`src/rtl/stfq_pkg.sv`:
```
// Shared types, defaults and saturating arithmetic for the STFQ ranker.
package stfq_pkg;

    typedef logic [31:0] rank_t;
    typedef logic [15:0] len_t;

    localparam int DEFAULT_SHIFT_W = 4;

    // 32-bit add that clamps at all-ones instead of wrapping.
    function automatic rank_t sat_add(input rank_t a, input rank_t b);
        logic [32:0] sum;
        sum = {1'b0, a} + {1'b0, b};
        return sum[32] ? '1 : sum[31:0];
    endfunction

endpackage

```
`src/rtl/stfq_ranker_onehot_chk.sv`:
```
// One-hot checker: flags a vector with exactly one bit set and encodes its index.
module onehot_chk #(
    parameter int FLOWS = 10,
    parameter int IDX_W = (FLOWS > 1) ? $clog2(FLOWS) : 1
) (
    input  logic [FLOWS-1:0] vec,
    output logic             is_onehot,
    output logic [IDX_W-1:0] idx
);

    // Power-of-two test for validity, priority-free encode of the set bit.
    always_comb begin
        is_onehot = (vec != '0) && ((vec & (vec - FLOWS'(1))) == '0);
        idx       = '0;
        for (int i = 0; i < FLOWS; i++) begin
            if (vec[i]) idx = IDX_W'(i);
        end
    end

endmodule

```
`src/rtl/stfq_ranker.sv`:
```
// Start-time fair queueing ranker: stamps each packet with its virtual start
// time and tracks per-flow finish times. Optional drop counter enabled by
// defining STFQ_DROP_CNT_EN.
module stfq_ranker
    import stfq_pkg::*;
#(
    parameter int FLOWS   = 10,
    parameter int SHIFT_W = DEFAULT_SHIFT_W
) (
    input  logic               clk,
    input  logic               rst,
    input  logic               in_valid,
    output logic               in_ready,
    input  logic [FLOWS-1:0]   in_flow,
    input  logic [15:0]        in_len,
    input  logic [31:0]        in_value,
    output logic               push,
    output logic [31:0]        push_rank,
    output logic [31:0]        push_value,
    output logic [FLOWS-1:0]   push_flow,
    input  logic               deq_valid,
    input  logic [31:0]        deq_rank,
    input  logic               cfg_we,
    input  logic [FLOWS-1:0]   cfg_flow,
    input  logic [SHIFT_W-1:0] cfg_shift
`ifdef STFQ_DROP_CNT_EN
    ,
    output logic [15:0]        drop_cnt
`endif
);

    localparam int IDX_W = (FLOWS > 1) ? $clog2(FLOWS) : 1;

    logic               in_oh;
    logic [IDX_W-1:0]   in_idx;
    logic               cfg_oh;
    logic [IDX_W-1:0]   cfg_idx;

    rank_t              finish_q [FLOWS];
    rank_t              finish_d [FLOWS];
    logic [SHIFT_W-1:0] shift_q  [FLOWS];
    logic [SHIFT_W-1:0] shift_d  [FLOWS];
    rank_t              vtime_q, vtime_d;

    logic               push_q, push_d;
    rank_t              push_rank_q, push_rank_d;
    logic [31:0]        push_value_q, push_value_d;
    logic [FLOWS-1:0]   push_flow_q, push_flow_d;

    logic               accept;
    rank_t              cur_finish;
    rank_t              start;
    rank_t              scaled_len;

    onehot_chk #(.FLOWS(FLOWS), .IDX_W(IDX_W)) u_in_chk (
        .vec       (in_flow),
        .is_onehot (in_oh),
        .idx       (in_idx)
    );

    onehot_chk #(.FLOWS(FLOWS), .IDX_W(IDX_W)) u_cfg_chk (
        .vec       (cfg_flow),
        .is_onehot (cfg_oh),
        .idx       (cfg_idx)
    );

    // The block never backpressures; it only refuses packets while in reset.
    assign in_ready = ~rst;

    // Rank computation and next-state for per-flow state, vtime and push fields.
    // Everything reads the registered (old) vtime/shift, so same-cycle deq or
    // cfg writes take effect only for later packets.
    always_comb begin
        accept     = in_valid && in_ready;
        cur_finish = finish_q[in_idx];
        start      = (vtime_q > cur_finish) ? vtime_q : cur_finish;
        scaled_len = rank_t'(in_len >> shift_q[in_idx]);

        finish_d = finish_q;
        shift_d  = shift_q;
        if (accept && in_oh) finish_d[in_idx] = sat_add(start, scaled_len);
        if (cfg_we && cfg_oh) shift_d[cfg_idx] = cfg_shift;

        vtime_d = vtime_q;
        if (deq_valid && (deq_rank > vtime_q)) vtime_d = deq_rank;

        push_d       = accept && in_oh;
        push_rank_d  = push_rank_q;
        push_value_d = push_value_q;
        push_flow_d  = push_flow_q;
        if (push_d) begin
            push_rank_d  = start;
            push_value_d = in_value;
            push_flow_d  = in_flow;
        end
    end

    // State registers; async reset clears everything, killing any pending push.
    always_ff @(posedge clk or posedge rst) begin
        if (rst) begin
            for (int f = 0; f < FLOWS; f++) begin
                finish_q[f] <= '0;
                shift_q[f]  <= '0;
            end
            vtime_q      <= '0;
            push_q       <= 1'b0;
            push_rank_q  <= '0;
            push_value_q <= '0;
            push_flow_q  <= '0;
        end else begin
            finish_q     <= finish_d;
            shift_q      <= shift_d;
            vtime_q      <= vtime_d;
            push_q       <= push_d;
            push_rank_q  <= push_rank_d;
            push_value_q <= push_value_d;
            push_flow_q  <= push_flow_d;
        end
    end

    assign push       = push_q;
    assign push_rank  = push_rank_q;
    assign push_value = push_value_q;
    assign push_flow  = push_flow_q;

`ifdef STFQ_DROP_CNT_EN
    logic [15:0] drop_cnt_q, drop_cnt_d;

    // Count accepted packets whose flow vector is not one-hot, saturating.
    always_comb begin
        drop_cnt_d = drop_cnt_q;
        if (accept && !in_oh && (drop_cnt_q != 16'hFFFF)) drop_cnt_d = drop_cnt_q + 16'd1;
    end

    // Drop counter register.
    always_ff @(posedge clk or posedge rst) begin
        if (rst) drop_cnt_q <= '0;
        else     drop_cnt_q <= drop_cnt_d;
    end

    assign drop_cnt = drop_cnt_q;
`endif

endmodule

```
`config.mk`:
```
export PLATFORM = sky130hd
export DESIGN_NAME = stfq_ranker
export DESIGN_NICKNAME = d
export VERILOG_FILES = /design/src/rtl/stfq_pkg.sv /design/src/rtl/stfq_ranker_onehot_chk.sv /design/src/rtl/stfq_ranker.sv
export SDC_FILE = /design/constraint.sdc
export NUM_CORES = 1
export LEC_CHECK = 0
export ABC_AREA = 1
export BUFFER_PORTS_ARGS = -buffer_cell sky130_fd_sc_hd__buf_2
export CAP_MARGIN = 20
export CORE_AREA = 2 2 251 253
export DETAILED_ROUTE_END_ITERATION = 8
export DIE_AREA = 0 0 253 255
export GPL_ROUTABILITY_DRIVEN = 0
export PLACE_DENSITY = 0.65
export SETUP_SLACK_MARGIN = 0.1
export SLEW_MARGIN = 10
export SYNTH_ARGS = -nofsm -noshare
export SYNTH_HDL_FRONTEND = slang
export SYNTH_SLANG_ARGS = --single-unit
```
`constraint.sdc`:
```
create_clock -name clk -period 27.8 [get_ports clk]
set_input_delay 0 -clock clk [delete_from_list [all_inputs] [get_ports clk]]
set_output_delay 0 -clock clk [all_outputs]
set_load 0.01 [all_outputs]
```
==> impl_metrics.ini <==
[sta]
period_share_pct = 34.6
worstMarginPinSlew_ps = 1090
clock_skew_ps = 38.0
setup_tns_ps = 0
rsz0062_at_grt = false
post-route-min-period_ps = 9620
setup_violations = 0
relSlewSlack_pct = 26.6
timing_max_transition_violations_final = 0
hold_viol = 0
fmax_mhz = 104

[power]
intPower_mw = 1.17
clock_power_share_pct = 43.7
netSwitchingPower_mw = 0.446
comb_power_share_pct = 13.6
swShare_pct = 27.6
pwr-share-seq_pct = 42.8
powerDensity_nw_per_um2 = 56.6
leakagePower_nw = 14.8
vdd_drop_max_uv = 45.3

[synthesis]
avgSynthCellArea_um2 = 7.70
synth_cells = 3171
ys.warnings.count = 0
synth_top_area_cell = dfrtp_1
synth-seq-cells = 467
synth-edff-count = 0
synth-seq-area-share_pct = 47.8
ys_async_sr_fraction_pct = 100
syn_area_um2 = 24400
synth_top_area_share_pct = 47.8
synth_flop_cell = dfrtp_1
syn_nets = 3361
ys_types = 54
synth.area.top_cells = dfrtp_1 48%, nand2_1 19%, o21ai_0 6.0%

[critical_path]
cp_common_cell = nand2_1
path_class = in2reg
cp-start-kind = input pin
critPathRequiredTime_ps = 28260
r2r_start = finish_q[127]
crit_start = in_flow[8]
end_kind = register
slowest_delay_ps = 830
crit_arrival_ps = 10080
critPathSlowestCell = inv_4
cp_max_fo = 55
ff2ff_setup_slack_ps = 21140

[grt]
grt_pass1_wl_um = 120000
grt-ovfl-total = 0
first_global_vias = 20801
grt_util_all_layers_pct = 23.8
grt_max_degree = 166
grt_antenna_before_repair = 1

[drt]
wirelength_um = 77600
vias = 22289
dr.pass1.iters = 5
antenna_left = 0
vias_per_cell = 5.30
first_iter_violations = 2336
avgRoutedWirePerCell_um = 18.4
drc = 0

[floorplanning]
die_height_um = 255
dieWidth_um = 253
coreArea_um2 = 62200
fp-row-count = 92
start_util_pct = 39.3
fp.dieArea_um2 = 64500
ioPinCount = 185

[clocking]
root_buffer = clkbuf_16
post_cts_resized = 0
cts_sinks = 467
numCtsBuffers = 50
htree_levels = 2
ctsHoldBuffers = 83
cts_tree = done
clkTransAtPathRegs_ps = 60
clock_latency_ps = 610
clock_path_buffers = 3
post-cts-setup-buffers = 0

[place]
numPortBuffers = 184
dpl.hpwl_um = 50300
place_area_um2 = 26000

[outcome]
status = finished clean

[cells_and_area]
final_area_um2 = 28600
final_cell_mix = 1211 x nand2_1, 467 x dfrtp_1, 295 x o21ai_0
layout.nets = 3558
drive_gt1_share_pct = 11.2
final_common_cell = nand2_1
area_delta_synth_final_pct = 17.0

[hold_path]
min_from = cfg_flow[7]
hold_class = in2reg

[flow_run]
maxCapViolations = 0
==> logic make-up after synthesis <==
group	share of synthesized area (%)
and+or+nand+nor	27.5
AOI/OAI and AO/OA	12.6
DFF	47.8
buffers and inverters	7.18
adders and majority gates	4.18
xor gates and xnor gates	0.717
==> worst max-delay path, delay by kind of cell <==
family / cells / cell delay [ps]
simple gates: 15 / 2650
fa+ha+maj: 2 / 700
compound gates: 11 / 2440
buf+inv: 11 / 4160
==> path summary, 6_finish.rpt <==
| check | to | cells after the start |
|---|---|---|
| setup / recovery | finish_q[254] | 39 |
| hold / removal | shift_q[12] | 5 |
| setup reg to reg | finish_q[254] | 29 |
| hold reg to reg | push_value[31] | 2 |
| max in group asynchronous | finish_q[270] | 5 |
| min in group asynchronous | shift_q[8] | 4 |
==> power groups by stage <==
stage          sequential, mW  clock, mW  combinational, mW
2_1_floorplan           0.706          0              0.133
3_3_place_gp            0.703          0              0.208
3_5_place_dp            0.703          0              0.208
4_1_cts                 0.691      0.717              0.217
5_1_grt                 0.692      0.743              0.241
6_report                0.691      0.706              0.219
==> layer usage <==
layer  vias to the layer above  track usage [%]  share of wire, %
met5                         -                0                 0
met4                         0             11.0               4.5
met3                       168             3.49               6.5
met2                       742             36.8                45
met1                     10679             33.2                44
li1                      10700                -                 -
==> cell type report <==
class,instances,area (um^2)
fillers,6127,33600
flip-flops and latches,467,11700
multi-input cells,2261,11100
repair buffers,301,2040
clock buffers,73,1480
inverters,287,1090
well taps,799,1000
clock inverters,16,236
diodes,1,2.50
==> registers in the layout (all words and copies together), names as in the netlist <==
register and cells:
finish_q 320, shift_q 40, push_rank 32, push_value 32, vtime_q 32, push_flow 10, push 1
==> synthesized netlist by cell type, types with 3 or more instances <==
| cell | count |
|---|---|
| nand3b_1 | 23 |
| a22oi_1 | 30 |
| ha_1 | 80 |
| buf_4 | 7 |
| nand2_2 | 20 |
| o221ai_1 | 25 |
| o21ai_1 | 46 |
| a31oi_1 | 5 |
| a211oi_1 | 6 |
| buf_1 | 12 |
| nor2_1 | 96 |
| nand2_1 | 1212 |
| or2_2 | 3 |
| inv_2 | 25 |
| nand4_1 | 66 |
| a22o_1 | 3 |
| o21ai_0 | 295 |
| clkinv_1 | 3 |
| o211ai_1 | 9 |
| a21oi_1 | 76 |
| nand3_1 | 153 |
| xnor2_1 | 4 |
| dfrtp_1 | 467 |
| clkbuf_1 | 102 |
| buf_6 | 3 |
| buf_2 | 32 |
| o22ai_1 | 32 |
| inv_1 | 258 |
| a21boi_0 | 4 |
| nand3_2 | 9 |
| nand2_4 | 3 |
| nor3_1 | 13 |
| nor2_2 | 5 |
| xor2_1 | 16 |
==> through the flow <==
step / hold WS, ps / total power [mW] / setup WS [ps] / utilization (%) / instances
after floorplan: 110 / 0.839 / 14680 / - / 3171
after global placement: 29.1 / 0.911 / 18500 / 41.9 / 4031
after detailed placement: 38.1 / 0.911 / 18370 / 41.9 / 4031
after CTS: 53.3 / 1.63 / 18590 / 46.0 / 4203
after global routing: 119 / 1.68 / 17630 / 46.0 / 4205
final: 91.9 / 1.62 / 18180 / 46.0 / 4205
Power figures use the tool's default switching activity.
